File: config.mk
export PLATFORM = sky130hd
export DESIGN_NAME = seg7_scan_decoder_flat
export DESIGN_NICKNAME = d
export VERILOG_FILES = /design/src/rtl/seg7_pkg.sv /design/src/rtl/seg7_scan_decoder_if.sv /design/src/rtl/seg7_to_nibble.sv /design/src/rtl/seg7_scan_decoder.sv /design/src/flat_wrapper.sv
export SDC_FILE = /design/constraint.sdc
export NUM_CORES = 1
export LEC_CHECK = 0
export BUFFER_PORTS_ARGS = -buffer_cell sky130_fd_sc_hd__buf_2
export CELL_PAD_IN_SITES_DETAIL_PLACEMENT = 1
export CELL_PAD_IN_SITES_GLOBAL_PLACEMENT = 1
export CORE_AREA = 3 3 116 118
export CTS_BUF_LIST = sky130_fd_sc_hd__clkbuf_8
export CTS_CLUSTER_SIZE = 20
export DETAILED_ROUTE_END_ITERATION = 10
export DIE_AREA = 0 0 119 121
export PLACE_DENSITY = 0.64
export SLEW_MARGIN = 20
export SYNTH_ARGS = -nofsm -noshare
export SYNTH_HDL_FRONTEND = slang
export SYNTH_SLANG_ARGS = --single-unit
File: constraint.sdc
create_clock -name i_Clk -period 2.39 [get_ports i_Clk]
set_input_delay 0.1195 -clock i_Clk [delete_from_list [all_inputs] [get_ports i_Clk]]
set_output_delay 0.1195 -clock i_Clk [all_outputs]
set_load 0.02 [all_outputs]
File: src/rtl/seg7_pkg.sv
// Shared definitions for the 7-segment encoder/decoder pair: active-low glyph
// table and the dwell FSM state encoding.
package seg7_pkg;

  // Active-low segment patterns, bit0 = a ... bit6 = g, indexed by hex nibble.
  localparam logic [6:0] SEG_HEX [16] = '{
    7'h40, 7'h79, 7'h24, 7'h30, 7'h19, 7'h12, 7'h02, 7'h78,
    7'h00, 7'h10, 7'h08, 7'h03, 7'h46, 7'h21, 7'h06, 7'h0E
  };

  typedef enum logic [1:0] {
    IDLE  = 2'd0,
    TRACK = 2'd1,
    HELD  = 2'd2
  } dwell_state_e;

endpackage

File: src/rtl/seg7_scan_decoder_if.sv
// Display-bus and decoded-result signals of the scan decoder. The master drives
// the display lines; the slave is the decoder.
interface seg7_scan_decoder_if #(
  parameter int NUM_DIGITS = 4
);
  logic [6:0]              i_Seg;
  logic [NUM_DIGITS-1:0]   i_Dig_n;
  logic [4*NUM_DIGITS-1:0] o_Value;
  logic [NUM_DIGITS-1:0]   o_Err_Mask;
  logic                    o_Valid;
  logic                    o_Timeout;

  modport master (
    output i_Seg, i_Dig_n,
    input  o_Value, o_Err_Mask, o_Valid, o_Timeout
  );

  modport slave (
    input  i_Seg, i_Dig_n,
    output o_Value, o_Err_Mask, o_Valid, o_Timeout
  );
endinterface

File: src/rtl/seg7_to_nibble.sv
// Combinational reverse lookup of an active-low 7-segment pattern to a nibble;
// unrecognised patterns yield nibble 0 with o_Invalid set.
module seg7_to_nibble
  import seg7_pkg::*;
(
  input  logic [6:0] i_Pat,
  output logic [3:0] o_Nibble,
  output logic       o_Invalid
);

  always_comb begin
    // NOTE: defaults assigned first so every path drives both outputs (no latch).
    o_Nibble  = '0;
    o_Invalid = 1'b1;
    for (int i = 0; i < 16; i++) begin
      if (i_Pat == SEG_HEX[i]) begin
        o_Nibble  = 4'(i);
        o_Invalid = 1'b0;
      end
    end
  end

endmodule

File: src/rtl/seg7_scan_decoder.sv
// Receive side of the multiplexed 7-segment bus: synchronizes the pins, accepts
// each digit after a stable dwell, and assembles complete frames with a timeout.
module seg7_scan_decoder
  import seg7_pkg::*;
#(
  parameter int NUM_DIGITS     = 4,
  parameter int STABLE_CYCLES  = 4,
  parameter int TIMEOUT_CYCLES = 4096
) (
  input  logic                i_Clk,
  input  logic                i_Rst_n,
  seg7_scan_decoder_if.slave  bus
);

  localparam int CNT_W = $clog2(STABLE_CYCLES + 1);
  localparam int TO_W  = $clog2(TIMEOUT_CYCLES + 1);
  localparam int SMP_W = NUM_DIGITS + 7;

  logic [6:0]              r_seg_s1, r_seg_s2;
  logic [NUM_DIGITS-1:0]   r_dig_s1, r_dig_s2;
  logic [SMP_W-1:0]        r_prev_sample;
  dwell_state_e            r_state;
  logic [CNT_W-1:0]        r_cnt;
  logic [4*NUM_DIGITS-1:0] r_slots;
  logic [NUM_DIGITS-1:0]   r_slot_err;
  logic [NUM_DIGITS-1:0]   r_captured;
  logic [TO_W-1:0]         r_tcnt;
  logic [4*NUM_DIGITS-1:0] r_value;
  logic [NUM_DIGITS-1:0]   r_err_mask;
  logic                    r_valid;
  logic                    r_timeout;

  logic [NUM_DIGITS-1:0]   w_sel;
  logic                    w_sel_ok;
  logic [SMP_W-1:0]        w_sample;
  logic                    w_same;
  logic                    w_capture;
  logic [3:0]              w_nibble;
  logic                    w_invalid;
  logic [NUM_DIGITS-1:0]   w_cap_mask;
  logic [NUM_DIGITS-1:0]   w_captured_next;
  logic                    w_frame_done;
  logic [4*NUM_DIGITS-1:0] w_value_next;
  logic [NUM_DIGITS-1:0]   w_err_next;

  // Blank/no-digit (all ones) is the idle level of an active-low display.
  always_ff @(posedge i_Clk or negedge i_Rst_n) begin
    if (!i_Rst_n) begin
      r_seg_s1 <= '1;
      r_seg_s2 <= '1;
      r_dig_s1 <= '1;
      r_dig_s2 <= '1;
    end else begin
      // NOTE: non-blocking so each stage takes the previous stage's old value.
      r_seg_s1 <= bus.i_Seg;
      r_seg_s2 <= r_seg_s1;
      r_dig_s1 <= bus.i_Dig_n;
      r_dig_s2 <= r_dig_s1;
    end
  end

  assign w_sel    = ~r_dig_s2;
  assign w_sel_ok = (w_sel != '0) && ((w_sel & (w_sel - 1'b1)) == '0);
  assign w_sample = {r_dig_s2, r_seg_s2};
  assign w_same   = (w_sample == r_prev_sample);

  seg7_to_nibble u_to_nibble (
    .i_Pat     (r_seg_s2),
    .o_Nibble  (w_nibble),
    .o_Invalid (w_invalid)
  );

  // The edge on which the count would reach STABLE_CYCLES is the capture edge.
  assign w_capture = (r_state == TRACK) && w_sel_ok && w_same &&
                     (r_cnt == CNT_W'(STABLE_CYCLES - 1));

  always_ff @(posedge i_Clk or negedge i_Rst_n) begin
    if (!i_Rst_n) begin
      r_state       <= IDLE;
      r_cnt         <= '0;
      r_prev_sample <= '1;
    end else begin
      r_prev_sample <= w_sample;
      if (!w_sel_ok) begin
        r_state <= IDLE;
        r_cnt   <= '0;
      end else begin
        case (r_state)
          IDLE: begin
            r_state <= TRACK;
            r_cnt   <= CNT_W'(1);
          end
          TRACK: begin
            if (!w_same) begin
              r_cnt <= CNT_W'(1);
            end else if (w_capture) begin
              r_state <= HELD;
              r_cnt   <= '0;
            end else begin
              r_cnt <= r_cnt + 1'b1;
            end
          end
          HELD: begin
            if (!w_same) begin
              r_state <= TRACK;
              r_cnt   <= CNT_W'(1);
            end
          end
          default: begin
            r_state <= IDLE;
            r_cnt   <= '0;
          end
        endcase
      end
    end
  end

  // sel is one-hot whenever a capture fires, so it doubles as the slot mask.
  assign w_cap_mask      = w_capture ? w_sel : '0;
  assign w_captured_next = r_captured | w_cap_mask;
  assign w_frame_done    = w_capture && (&w_captured_next);

  always_comb begin
    w_value_next = r_slots;
    w_err_next   = r_slot_err;
    for (int i = 0; i < NUM_DIGITS; i++) begin
      if (w_cap_mask[i]) begin
        w_value_next[4*i +: 4] = w_nibble;
        w_err_next[i]          = w_invalid;
      end
    end
  end

  always_ff @(posedge i_Clk or negedge i_Rst_n) begin
    if (!i_Rst_n) begin
      // NOTE: slot storage is reset too, so no pre-reset digit can ever surface.
      r_slots    <= '0;
      r_slot_err <= '0;
    end else if (w_capture) begin
      r_slots    <= w_value_next;
      r_slot_err <= w_err_next;
    end
  end

  // A capture on the timeout edge takes priority and restarts the timeout.
  always_ff @(posedge i_Clk or negedge i_Rst_n) begin
    if (!i_Rst_n) begin
      r_captured <= '0;
      r_tcnt     <= '0;
      r_value    <= '0;
      r_err_mask <= '0;
      r_valid    <= 1'b0;
      r_timeout  <= 1'b0;
    end else begin
      r_valid   <= 1'b0;
      r_timeout <= 1'b0;
      if (w_capture) begin
        r_tcnt <= '0;
        if (w_frame_done) begin
          r_captured <= '0;
          r_value    <= w_value_next;
          r_err_mask <= w_err_next;
          r_valid    <= 1'b1;
        end else begin
          r_captured <= w_captured_next;
        end
      end else if (r_captured != '0) begin
        if (r_tcnt == TO_W'(TIMEOUT_CYCLES - 1)) begin
          r_captured <= '0;
          r_tcnt     <= '0;
          r_timeout  <= 1'b1;
        end else begin
          r_tcnt <= r_tcnt + 1'b1;
        end
      end else begin
        r_tcnt <= '0;
      end
    end
  end

  assign bus.o_Value    = r_value;
  assign bus.o_Err_Mask = r_err_mask;
  assign bus.o_Valid    = r_valid;
  assign bus.o_Timeout  = r_timeout;

endmodule
File: src/flat_wrapper.sv
// flat-port wrapper written by rule: the top's interface ports become plain ports
module seg7_scan_decoder_flat import seg7_pkg::*;
#(
  parameter int NUM_DIGITS     = 4,
  parameter int STABLE_CYCLES  = 4,
  parameter int TIMEOUT_CYCLES = 4096
)
  (i_Clk, i_Rst_n, bus_i_Seg, bus_i_Dig_n, bus_o_Value, bus_o_Err_Mask, bus_o_Valid, bus_o_Timeout);
  seg7_scan_decoder_if #(.NUM_DIGITS(NUM_DIGITS)) bus_i ();
  input  logic i_Clk;
  input  logic i_Rst_n;
  input wire logic [$bits(bus_i.i_Seg)-1:0] bus_i_Seg;
  input wire logic [$bits(bus_i.i_Dig_n)-1:0] bus_i_Dig_n;
  output wire logic [$bits(bus_i.o_Value)-1:0] bus_o_Value;
  output wire logic [$bits(bus_i.o_Err_Mask)-1:0] bus_o_Err_Mask;
  output wire logic [$bits(bus_i.o_Valid)-1:0] bus_o_Valid;
  output wire logic [$bits(bus_i.o_Timeout)-1:0] bus_o_Timeout;
  assign bus_i.i_Seg = bus_i_Seg;
  assign bus_i.i_Dig_n = bus_i_Dig_n;
  assign bus_o_Value = bus_i.o_Value;
  assign bus_o_Err_Mask = bus_i.o_Err_Mask;
  assign bus_o_Valid = bus_i.o_Valid;
  assign bus_o_Timeout = bus_i.o_Timeout;
  seg7_scan_decoder #(.NUM_DIGITS(NUM_DIGITS), .STABLE_CYCLES(STABLE_CYCLES), .TIMEOUT_CYCLES(TIMEOUT_CYCLES)) u_core (.i_Clk(i_Clk), .i_Rst_n(i_Rst_n), .bus(bus_i));
endmodule
==> metrics.yaml <==
global_route:
  grt_max_degree: 53
  antenna_found_initial: 0
  grt_pass1_wl_um: 18300
  track_usage_pct: 16.1
  grt_use_met3_pct: 3.78
  top_usage_layer: "met2"
  grt_pass1_vias: 3448
  grtUsageMet1_pct: 20.6
  grt-ovfl-total: 0
  met2_usage_pct: 27.0
timing:
  drv_slew: 0
  finalSetupTns_ps: 0
  hold_viol: 0
  finalClockSkew_ps: 12.2
  whs_ps: 303
  tightest_slew_ps: 697
  final.setup.worst_slack_ps: 142
  fmax_mhz: 445
  min_period_ps: 2250
  max_slew_margin_pct: 53.2
  post-route-period-util_pct: 94.0
  setup_viol: 0
  rsz0062_at_grt: "no"
synth:
  synth_nets: 405
  ys_seq_elements: 97
  synth_compound_area_share_pct: 12.7
  yosysTopAreaCellShare_pct: 36.6
  synth_warnings: 0
  synthSimpleGateAreaFrac_pct: 15.9
  synth.cell_area_um2: 4380
  yosysTopAreaCell: "dfrtp_1"
  synth_most_common_cell: "dfrtp_1"
  ys_types: 56
  synth-main-ff-cell: "dfrtp_1"
  synthAdderAreaFrac_pct: 0.572
  async_reset_ff_share_pct: 100
  synth_xor_area_share_pct: 5.00
  synthTopCellsByCount: "dfrtp_1 (64), o21ai_0 (56), dfstp_2 (33)"
  syn_inst: 390
  synthMuxAreaShare_pct: 6.41
  yosys-top-cells-area: "dfrtp_1 (37%), dfstp_2 (20%), o21ai_0 (6.4%)"
  syn_avg_cell_area_um2: 11.2
  synth-edff-count: 0
  ys_seq_area_share_pct: 56.4
  synth_top_family_by_area: "simple AND/OR/NAND/NOR gates"
flow_run:
  max-cap-violations: 0
floorplanning:
  dieArea_um2: 14400
  start_util_pct: 34.8
  core_area_um2: 12600
  fp.dieW_um: 119
  die_h_um: 121
  io_pins: 35
  row_count: 41
route:
  wire_per_inst_um: 17.2
  postRouteAntennaNets: 0
  wl_um: 10800
  avgViaCountPerCell: 5.11
  first_pass_iters: 4
  drt-initial-drc-count: 187
  drc_errors: 0
  vias: 3214
clocking:
  clockRootBuffer: "clkbuf_8"
  numClockSinks: 97
  post-cts-setup-buffer-count: 0
  clock_latency_ps: 380
  clk_pin_slew_ps: 90
  clock_path_buffers: 2
  cts_tree: "yes"
  h-tree-depth: 3
  cts-buffers-inserted: 9
finish:
  antenna_cells: 0
  layout.cells.non_filler: 629
  area_growth_syn_to_layout_pct: 19.4
  fillers: 1407
  nets: 468
  final_layout_size_suffix_gt1_share_pct: 30.2
  fin_area_um2: 5220
  fin_util_pct: 41.6
setup_path:
  critPathArrivalTime_ps: 2510
  critPathMaxFanout: 13
  critPathRequiredTime_ps: 2650
  worstSetupPathType: "reg -> reg"
  start_kind: "register"
  critPathCaptureType: "register"
place:
  numPortBuffers: 34
  place_congestion: 0.868
  dp.cells: 602
  place_area_um2: 4920
  place_hpwl_um: 7740
  dp_slack_ps: 83.7
pwr:
  ir_drop_uv: 312
  p_total_mw: 2.93
  p_leak_nw: 2.37
  power.density_nw_per_um2: 561
hold_path:
  holdCritPathClass: "in -> async"
run_status:
  status: "finished, final reports clean"
[layout by cell type, fill, tap and decap left out, types with 2 or more instances in the layout]
| cell | Yosys | routed |
|---|---|---|
| nand4_1 | 4 | 4 |
| nand2_1 | 22 | 22 |
| nor2_1 | 24 | 24 |
| buf_12 | 0 | 4 |
| nor4_1 | 3 | 3 |
| xor2_1 | 21 | 21 |
| and3_1 | 7 | 7 |
| buf_4 | 0 | 24 |
| a21oi_1 | 4 | 4 |
| mux2_2 | 18 | 18 |
| inv_1 | 9 | 10 |
| nor3_1 | 4 | 4 |
| mux2_1 | 6 | 6 |
| nand3b_1 | 3 | 3 |
| nand4b_1 | 3 | 3 |
| o31ai_1 | 5 | 5 |
| a211oi_1 | 7 | 7 |
| or3_1 | 4 | 4 |
| ha_1 | 2 | 2 |
| dlygate4sd3_1 | 0 | 12 |
| buf_2 | 5 | 33 |
| dfstp_2 | 33 | 33 |
| o21ai_0 | 56 | 56 |
| and4_1 | 3 | 3 |
| nor2b_1 | 2 | 2 |
| dfrtp_1 | 64 | 64 |
| nand2b_1 | 9 | 9 |
| a21o_1 | 4 | 4 |
| xnor2_1 | 4 | 4 |
| o41ai_1 | 4 | 4 |
| nor4_4 | 3 | 3 |
| clkbuf_8 | 0 | 10 |
| nand3_1 | 15 | 15 |
| inv_4 | 0 | 2 |
| o22ai_1 | 4 | 4 |
[where the power goes]
group / leakage (nW) / switching [mW] / internal (mW) / total, mW
logic: 1.04 / 0.142 / 0.0948 / 0.237
clock network: 0.0946 / 0.570 / 0.401 / 0.971
registers: 1.24 / 0.0298 / 1.69 / 1.72
total: 2.37 / 0.742 / 2.19 / 2.93
[state kept, by name (all words and copies together) (netlist names)]
signal and flops:
u_core.bus.o_Err_Mask 4, u_core.bus.o_Timeout 1, u_core.bus.o_Valid 1, u_core.bus.o_Value 16, u_core.r_captured 4, u_core.r_cnt 3
u_core.r_dig_s1 4, u_core.r_dig_s2 4, u_core.r_prev_sample 11, u_core.r_seg_s1 7, u_core.r_seg_s2 7, u_core.r_slot_err 4
u_core.r_slots 16, u_core.r_state 2, u_core.r_tcnt 13
[worst max-delay path, cell delays in order, from the launching register on]
cell and delay [ps]:
dfstp_2 690, xor2_1 150, nor4_4 250, nand3_4 160, nor4_4 350, buf_12 180, mux2_2 330
[logic make-up (layout without fill, tap and decap cells)]
kind of cell	Yosys count	in the layout
flip-flops	97	97
buffers and inverters	31	98
XOR/XNOR	25	25
AO/OA/AOI/OAI	93	93
multiplexers	25	25
AND/OR/NAND/NOR	117	117
adder cells (fa/ha/maj)	2	2
[area by class of cell]
type	instances	area (µm²)	area share, %
clock buffer	10	138	2.63
clock inverter	5	30.0	0.575
sequential	97	2470	47.3
timing repair buffer	73	546	10.4
tap	172	215	4.12
inverter	10	37.5	0.719
multi-input combinational	262	1790	34.3
[routing by layer]
metal	share of wire, %	up-vias
met2	50	53
met3	3.5	10
met4	1.3	0
li1	-	1516
met1	45	1635
met5	0	-
[worst paths after layout]
| kind | to | slack, ps | cells past startpoint | start |
|---|---|---|---|---|
| worst min register to register | u_core.r_seg_s2[1] | 360 | 0 | u_core.r_seg_s1[1] |
| max in group asynchronous | u_core.r_seg_s1[3] | 1330 | 3 | i_Rst_n |
| worst max register to register | u_core.bus.o_Value[15] | 140 | 6 | u_core.r_seg_s2[2] |
| min in group i_Clk | u_core.r_seg_s2[1] | 360 | 0 | u_core.r_seg_s1[1] |
| worst max-delay path | u_core.bus.o_Value[15] | 140 | 6 | u_core.r_seg_s2[2] |
| worst min-delay path | u_core.bus.o_Valid | 300 | 2 | i_Rst_n |
[timing repair]
action,CTS,global route
hold endpoints to repair,56,0
resized for setup,0,2
endpoints found under the setup margin,0,6
hold buffers,12,0
Power figures use the tool's default switching activity.
